## src/rtl/qr_pkg.sv

```systemverilog
// Shared constants and types for the QR pipeline sequencer and its RAM port mux.
// Latency: none (declarations only).
// Backpressure: none (declarations only).
package qr_pkg;

  // Image BRAM data width and the stage-index / timeout-counter widths
  localparam int IMG_DW = 8;
  localparam int IDX_W  = 3;
  localparam int CNT_W  = 24;

  // Sequencer states
  typedef enum logic [2:0] {
    ST_IDLE,
    ST_ASSERT,
    ST_WAIT_END,
    ST_RELEASE,
    ST_NEXT,
    ST_FIN
  } state_t;

  // Pipeline stage indices in run order; binarise always runs first
  typedef enum logic [IDX_W-1:0] {
    STG_BINARISE = 3'd0,
    STG_LOCATE   = 3'd1,
    STG_SAMPLE   = 3'd2,
    STG_DECODE   = 3'd3
  } stage_id_t;

  // Saturating increment: a stuck counter must never wrap back below the limit
  function automatic logic [CNT_W-1:0] sat_inc(input logic [CNT_W-1:0] v);
    return (&v) ? v : v + 1'b1;
  endfunction

endpackage

```

## src/rtl/qr_ram_port_mux.sv

```systemverilog
// N-way registered mux from the per-stage image buses onto BRAM port B.
// Latency: 1 cycle from a stage's bus to web/dinb/addrb.
// Backpressure: none; web is forced low whenever no stage holds a valid grant.
module qr_ram_port_mux
  import qr_pkg::*;
#(
  parameter int N          = 4,
  parameter int ADDR_WIDTH = 18
) (
  input  logic                    clk,
  input  logic                    rst_n,
  input  logic                    grant_vld,
  input  logic [IDX_W-1:0]        grant_idx,
  input  logic [N-1:0]            st_web,
  input  logic [IMG_DW*N-1:0]     st_dinb,
  input  logic [ADDR_WIDTH*N-1:0] st_addrb,
  output logic                    web,
  output logic [IMG_DW-1:0]       dinb,
  output logic [ADDR_WIDTH-1:0]   addrb
);

  logic                  sel_web;
  logic [IMG_DW-1:0]     sel_dinb;
  logic [ADDR_WIDTH-1:0] sel_addrb;

  // Pick the granted stage's bus; an out-of-range index selects nothing
  always_comb begin
    sel_web   = 1'b0;
    sel_dinb  = '0;
    sel_addrb = '0;
    for (int i = 0; i < N; i++) begin
      if (grant_idx == IDX_W'(i)) begin
        sel_web   = st_web[i];
        sel_dinb  = st_dinb[IMG_DW*i +: IMG_DW];
        sel_addrb = st_addrb[ADDR_WIDTH*i +: ADDR_WIDTH];
      end
    end
  end

  // Register the selection; without a grant, writes stop but address/data hold
  always_ff @(posedge clk or negedge rst_n) begin
    if (!rst_n) begin
      web   <= 1'b0;
      dinb  <= '0;
      addrb <= '0;
    end else if (grant_vld) begin
      web   <= sel_web;
      dinb  <= sel_dinb;
      addrb <= sel_addrb;
    end else begin
      web   <= 1'b0;
    end
  end

endmodule

```

## src/rtl/qr_stage_sequencer.sv

```systemverilog
// Runs the QR stages in order over the dmn_en/dmn_end handshake and owns BRAM port B.
// Latency: en one cycle after start; BRAM bus one cycle behind the active stage's bus.
// Backpressure: a stage holds the pipeline until it raises then drops end, or times out.
module qr_stage_sequencer
  import qr_pkg::*;
#(
  parameter int               N_STAGE    = 4,
  parameter int               ADDR_WIDTH = 18,
  parameter logic [CNT_W-1:0] TIMEOUT    = 24'hFFFFFF
) (
  input  logic                          clk,
  input  logic                          rst_n,
  input  logic                          start,
  input  logic                          abort,
  output logic                          busy,
  output logic                          done,
  output logic                          error,
  output logic [IDX_W-1:0]              stage_idx,
  output logic [N_STAGE-1:0]            stage_en,
  input  logic [N_STAGE-1:0]            stage_end,
  input  logic [N_STAGE-1:0]            st_web,
  input  logic [IMG_DW*N_STAGE-1:0]     st_dinb,
  input  logic [ADDR_WIDTH*N_STAGE-1:0] st_addrb,
  output logic                          web,
  output logic [IMG_DW-1:0]             dinb,
  output logic [ADDR_WIDTH-1:0]         addrb,
  input  logic [IMG_DW-1:0]             doutb,
  output logic [IMG_DW-1:0]             st_doutb
);

  // The last WAIT_END cycle is the one whose incremented count hits TIMEOUT-1,
  // so a silent stage sees en for exactly TIMEOUT cycles.
  localparam logic [CNT_W-1:0] TIMEOUT_M1 = TIMEOUT - 1'b1;
  localparam logic [IDX_W-1:0] LAST_IDX   = IDX_W'(N_STAGE - 1);

  state_t           state, state_nxt;
  logic [CNT_W-1:0] tmo_cnt;
  logic [CNT_W-1:0] tmo_inc;
  logic             cur_end;
  logic             grant_act;
  logic             idx_clr, idx_inc;
  logic             err_set, err_clr;
  logic             cnt_clr, cnt_step;

  assign tmo_inc   = sat_inc(tmo_cnt);
  assign grant_act = (state == ST_ASSERT) || (state == ST_WAIT_END);
  assign busy      = (state != ST_IDLE) && (state != ST_FIN);
  assign done      = (state == ST_FIN);
  assign st_doutb  = doutb;

  // One-hot enable for the active stage, and its end flag; other stages' end bits are ignored
  always_comb begin
    stage_en = '0;
    cur_end  = 1'b0;
    for (int i = 0; i < N_STAGE; i++) begin
      if (stage_idx == IDX_W'(i)) begin
        stage_en[i] = grant_act;
        cur_end     = stage_end[i];
      end
    end
  end

  // Next-state and side-effect decode; abort overrides everything and touches no status
  always_comb begin
    state_nxt = state;
    idx_clr   = 1'b0;
    idx_inc   = 1'b0;
    err_set   = 1'b0;
    err_clr   = 1'b0;
    cnt_clr   = 1'b0;
    cnt_step  = 1'b0;
    case (state)
      ST_IDLE: begin
        if (start) begin
          idx_clr   = 1'b1;
          err_clr   = 1'b1;
          state_nxt = ST_ASSERT;
        end
      end
      ST_ASSERT: begin
        cnt_clr   = 1'b1;
        state_nxt = ST_WAIT_END;
      end
      ST_WAIT_END: begin
        cnt_step = 1'b1;
        // end is checked first so a simultaneous end and timeout completes cleanly
        if (cur_end) begin
          state_nxt = ST_RELEASE;
        end else if (tmo_inc == TIMEOUT_M1) begin
          err_set   = 1'b1;
          state_nxt = ST_IDLE;
        end
      end
      ST_RELEASE: begin
        if (!cur_end) begin
          state_nxt = (stage_idx == LAST_IDX) ? ST_FIN : ST_NEXT;
        end
      end
      ST_NEXT: begin
        idx_inc   = 1'b1;
        state_nxt = ST_ASSERT;
      end
      ST_FIN: begin
        state_nxt = ST_IDLE;
      end
      default: begin
        state_nxt = ST_IDLE;
      end
    endcase
    if (abort) begin
      state_nxt = ST_IDLE;
      idx_clr   = 1'b0;
      idx_inc   = 1'b0;
      err_set   = 1'b0;
      err_clr   = 1'b0;
      cnt_clr   = 1'b0;
      cnt_step  = 1'b0;
    end
  end

  // State register
  always_ff @(posedge clk or negedge rst_n) begin
    if (!rst_n) begin
      state <= ST_IDLE;
    end else begin
      state <= state_nxt;
    end
  end

  // Stage index, sticky error flag and saturating timeout counter
  always_ff @(posedge clk or negedge rst_n) begin
    if (!rst_n) begin
      stage_idx <= '0;
      error     <= 1'b0;
      tmo_cnt   <= '0;
    end else begin
      if (idx_clr) begin
        stage_idx <= STG_BINARISE;
      end else if (idx_inc) begin
        stage_idx <= stage_idx + 1'b1;
      end
      if (err_clr) begin
        error <= 1'b0;
      end else if (err_set) begin
        error <= 1'b1;
      end
      if (cnt_clr) begin
        tmo_cnt <= '0;
      end else if (cnt_step) begin
        tmo_cnt <= tmo_inc;
      end
    end
  end

  // abort gates the grant so no write slips through on the abort cycle
  qr_ram_port_mux #(
    .N          (N_STAGE),
    .ADDR_WIDTH (ADDR_WIDTH)
  ) u_ram_mux (
    .clk       (clk),
    .rst_n     (rst_n),
    .grant_vld (grant_act & ~abort),
    .grant_idx (stage_idx),
    .st_web    (st_web),
    .st_dinb   (st_dinb),
    .st_addrb  (st_addrb),
    .web       (web),
    .dinb      (dinb),
    .addrb     (addrb)
  );

endmodule
```

## config.mk

```make
export PLATFORM = sky130hd
export DESIGN_NAME = qr_stage_sequencer
export DESIGN_NICKNAME = d
export VERILOG_FILES = /design/src/rtl/qr_pkg.sv /design/src/rtl/qr_ram_port_mux.sv /design/src/rtl/qr_stage_sequencer.sv
export SDC_FILE = /design/constraint.sdc
export NUM_CORES = 1
export LEC_CHECK = 0
export BUFFER_PORTS_ARGS = -buffer_cell sky130_fd_sc_hd__buf_2
export CAP_MARGIN = 20
export CORE_ASPECT_RATIO = 0.6
export CORE_UTILIZATION = 50
export CTS_BUF_LIST = sky130_fd_sc_hd__clkbuf_2 sky130_fd_sc_hd__clkbuf_4 sky130_fd_sc_hd__clkbuf_8
export DETAILED_ROUTE_END_ITERATION = 12
export PLACE_DENSITY = 0.83
export RECOVER_POWER = 100
export SYNTH_ARGS = -nofsm -noshare
export SYNTH_HDL_FRONTEND = slang
export SYNTH_SLANG_ARGS = --single-unit
```

## constraint.sdc

```tcl
create_clock -name clk -period 4.2 [get_ports clk]
set_input_delay 0.84 -clock clk [delete_from_list [all_inputs] [get_ports clk]]
set_output_delay 0.84 -clock clk [all_outputs]
set_load 0.02 [all_outputs]
```

==> impl.org <==
** Status
- Status :: complete, but fails checks
- The checks that failed: max-capacitance violations, max-slew violations.

** Flow run
- The tool flagged a number of max-cap violations equal to 2.

** Worst setup path
- Worst path arrival time :: 3.80 ns
- Worst path top cell family by delay :: simple AND/OR/NAND/NOR gates
- List of cells traversed by the critical path :: ha_1 > nand4_1 > or4_1 > or4_1 > a22o_1 > or4_1 > or4_1 > a21o_1
- Nature of the critical path endpoint :: register
- For the worst flop-to-flop path, the logic depth is 8.
- In this design, the critical path's most frequently occurring cell is or4_1.
- The worst setup path is launched from a register.
- Critical path data required time :: 4.45 ns
- Largest fanout on the critical path :: 8
- Critical register-to-register path startpoint :: tmo_cnt[0]
- The slowest stage of the critical path is the or4_1 cell.
- Slowest Stage Delay on Critical Path :: 0.62 ns
- The number of buffers and inverters on the critical path is 0.
- By startpoint and endpoint, the worst setup path is classified as reg -> reg.
- In this run the critical register-to-register path is captured at state[1].
- Register-to-register path setup slack :: 0.64 ns

** Floorplan
- Core region area :: 7510 um2
- Number of placement rows :: 24
- The die is 117 um wide.
- Floorplan die height :: 71.3 um
- The die covers 8370 um2.
- The initial utilization of the core area, before any placement, comes to 0.533.
- I/O Pins :: 169

** Worst hold path
- Hold WC Path Type :: reg -> reg
- The worst hold path passes through 2 cells.
- Startpoint of the tightest hold check path :: u_ram_mux.dinb[2]
- The worst hold path terminates at u_ram_mux.dinb[2].

** Power
- Across the VDD grid, the largest voltage drop is 0.000353 V.
- Internal power :: 1.35 mW
- Part of the power in combinational logic :: 0.428
- Switching share of total power :: 0.429
- Switching power :: 1.01 mW
- For this design the ratio of total power to cell area is 489 nW/um2.
- Leakage Power :: 2.12 nW
- Register share of total power :: 0.345
- Of the total power, the clock network draws 0.227.

** Synthesis
- Yosys printed 0 warnings.
- The number of nets handed over by synthesis was 636.
- Ys flop type :: dfrtp_1
- After synthesis the cells add up to 4000 um2.
- For this run, the register share of the synthesized area comes to 0.363.
- Number of synthesized flops with an enable pin :: 0
- Synthesized area divided by synthesized cell count :: 7.90 um2
- Synthesis inferred 58 register bits.
- After technology mapping, the gate count stands at 506.
- Unique masters post-synth :: 55
- Proportion of register bits with asynchronous set or reset after synthesis :: 1.00
- In the post-synthesis netlist, the biggest area contributors are dfrtp_1 (36%), o21ai_0 (8.5%), nand2_1 (6.3%).
- Of the post-synthesis cell area, the dominant cell type holds 0.363.
- The biggest area contributor in the post-synthesis netlist is dfrtp_1.

** Detailed routing
- Final antenna-violating net count :: 0
- Number of search-and-repair iterations in the first detailed-routing pass :: 6
- After detailed routing, the number of remaining DRC violations is 0.
- Ratio of routed vias to standard cells :: 6.01
- Total number of vias :: 4,410
- The detailed router finished its first iteration with 305 violations.
- The routed design has 12,400 um of wire.
- After detailed routing, the average wire length per cell comes to 16.8 um.

** Timing
- Between clock sinks in the finished design, the worst skew comes to 0.0123 ns.
- Based on the critical path, the design can be clocked at up to 281 MHz.
- RSZ-0062 raised after global routing :: no
- Minimum setup slack in the final design :: 0.644 ns
- Transition time of the tightest slew-check pin :: 2.15 ns
- Adding up every negative setup slack in the final design gives 0 ns.
- Setup violations remaining at the end of the flow were counted as 0.
- The final-report hold violation count came to 0.
- Dividing the final minimum period by the clock period gives 0.847.
- The smallest clock period supported by the final layout is computed as 3.56 ns.
- Measured against its own limit, the worst slew margin works out to -0.435.
- The final count of pins violating max slew was 105.

** GRT
- Global Route Usage Sum :: 0.305
- The first global-routing pass estimated 20,000 um of wire.
- Pin count of the biggest net entering global routing :: 64
- The via count of the first global-routing pass came to 4,101.
- GR Overflow Total :: 0
- The number of antenna violations at the first check in global routing is 0.

** Clocking
- CTS tree :: yes
- In this run the clock root is driven by a clkbuf_8.
- Post-CTS repair changed the size of 0 cells.
- Clock edge transition at the registers on the reported setup and hold paths :: 0.07 ns
- TritonCTS Buffers :: 9
- CTS built an H-tree with a depth of 3.
- CTS sink count :: 58
- Largest buffer count on any clock path :: 2
- The number of setup buffers added after CTS is 0.
- Skew-Pair Late Insertion Delay :: 0.35 ns
- For this design, the CTS-stage hold fixing added 0 buffers.

** Final layout
- The layout has 681 filler cells.
- Summing all multi-input logic gate instances after layout gives 2250 um2.
- Layout overhead on the synthesized area :: 20.5%
- In the final layout, flip-flops and latches occupy 1450 um2.
- Ratio of cells with drive above 1 in the final layout :: 0.232
- Leaving out filler cells and counting taps, the final layout contains 734.
- # diodes :: 0
- Total Nets Final :: 755

** Place
- Once placement completed, the tool counted placed cells totaling 718.
- Routability-driven placement finished with a final weighted congestion of 0.915.
- DP HPWL :: 9230 um
- In this run the tool buffered the top-level ports with 152 buffer cells.
- Timing analysis after detailed placement gives a worst setup slack of 0.670 ns.
-- per-stage QoR --
step / cell area [um2] / utilization / power, mW / hold slack [ns]
CTS: 4900 / 0.652 / 2.40 / 0.480
detailed placement: 4690 / 0.625 / 1.87 / 0.466
global route: 4820 / 0.642 / 2.51 / 0.494
finish: 4820 / 0.642 / 2.36 / 0.481
floorplan: 4000 / - / 1.51 / 0.469
global placement: 4690 / 0.625 / 1.84 / 0.458
-- cells by family after synthesis --
family,Yosys count,synth area share
compound gates,192,0.298
simple gates,181,0.223
buf+inv,58,0.0710
flops,58,0.363
xor+xnor,7,0.0153
fa+ha+maj,6,0.0188
mux,4,0.0106
-- flip-flops by register name, indices dropped and copies added, names as in the netlist --
name	cells
u_ram_mux.dinb	8
state	3
tmo_cnt	24
u_ram_mux.addrb	18
error	1
u_ram_mux.web	1
stage_idx	3
-- worst min-delay path: stages (launching register included) --
cell	delay [ns]
dfrtp_1	0.34
nand2_1	0.05
o21ai_0	0.06
-- power by group through the flow --
stage | sequential [mW] | clock [mW] | combinational, mW
after detailed placement | 0.816 | 0 | 1.05
after floorplan | 0.939 | 0 | 0.570
final | 0.813 | 0.536 | 1.01
after global routing | 0.831 | 0.568 | 1.11
after global placement | 0.809 | 0 | 1.03
after CTS | 0.807 | 0.541 | 1.05
-- layer usage --
layer	track usage	vias up	routed length, um
met2	0.457	216	5340
met3	0.111	24	1280
met1	0.413	2078	5570
met4	0.0952	0	175
li1	-	2092	-
met5	0	-	0
-- layout by cell type (no fill, tap or decap), types with 9 or more instances in the layout --
| master | instances |
|---|---|
| clkbuf_1 | 40 |
| a211oi_1 | 28 |
| nand4_1 | 9 |
| nand3_1 | 11 |
| buf_2 | 115 |
| a21oi_1 | 38 |
| nor2_1 | 50 |
| clkbuf_8 | 11 |
| dfrtp_1 | 58 |
| o21ai_0 | 68 |
| a22oi_1 | 28 |
| nand2_1 | 66 |
-- synthesized netlist by cell type, types with 3 or more instances --
cell type  instances
o21ai_0           68
nand2_1           67
dfrtp_1           58
nor2_1            51
a21oi_1           38
clkbuf_1          30
a211oi_1          28
a22oi_1           28
nand3_1           11
buf_4              8
nand4_1            8
and4_1             7
inv_1              7
ha_1               6
nor3_1             6
a31oi_1            5
buf_2              5
or4_1              5
xnor2_1            5
a22o_1             4
buf_1              4
buf_6              4
o31ai_1            4
a21o_1             3
nand2b_1           3
nand3b_1           3
nor2b_1            3
or2_2              3
-- worst max-delay path by stage --
| stage | start | endpoint | slack (ns) | cells past startpoint |
|---|---|---|---|---|
| finish | tmo_cnt[0] | state[1] | 0.64 | 8 |
| global route | tmo_cnt[0] | state[1] | 0.36 | 8 |
| CTS | tmo_cnt[2] | state[1] | 0.65 | 7 |
| detailed placement | tmo_cnt[2] | state[1] | 0.67 | 7 |
| global placement | tmo_cnt[2] | state[1] | 0.76 | 7 |
| floorplan | tmo_cnt[13] | state[1] | 0.99 | 10 |
-- final cells by class --
class / instances / area share
clock buffer: 11 / 0.0314
clock inverter: 5 / 0.0109
inverter: 7 / 0.00545
multi-input combinational: 390 / 0.468
sequential: 58 / 0.301
tap: 104 / 0.0270
timing repair buffer: 159 / 0.156
Note: power is estimated with default switching activity, not from simulation.
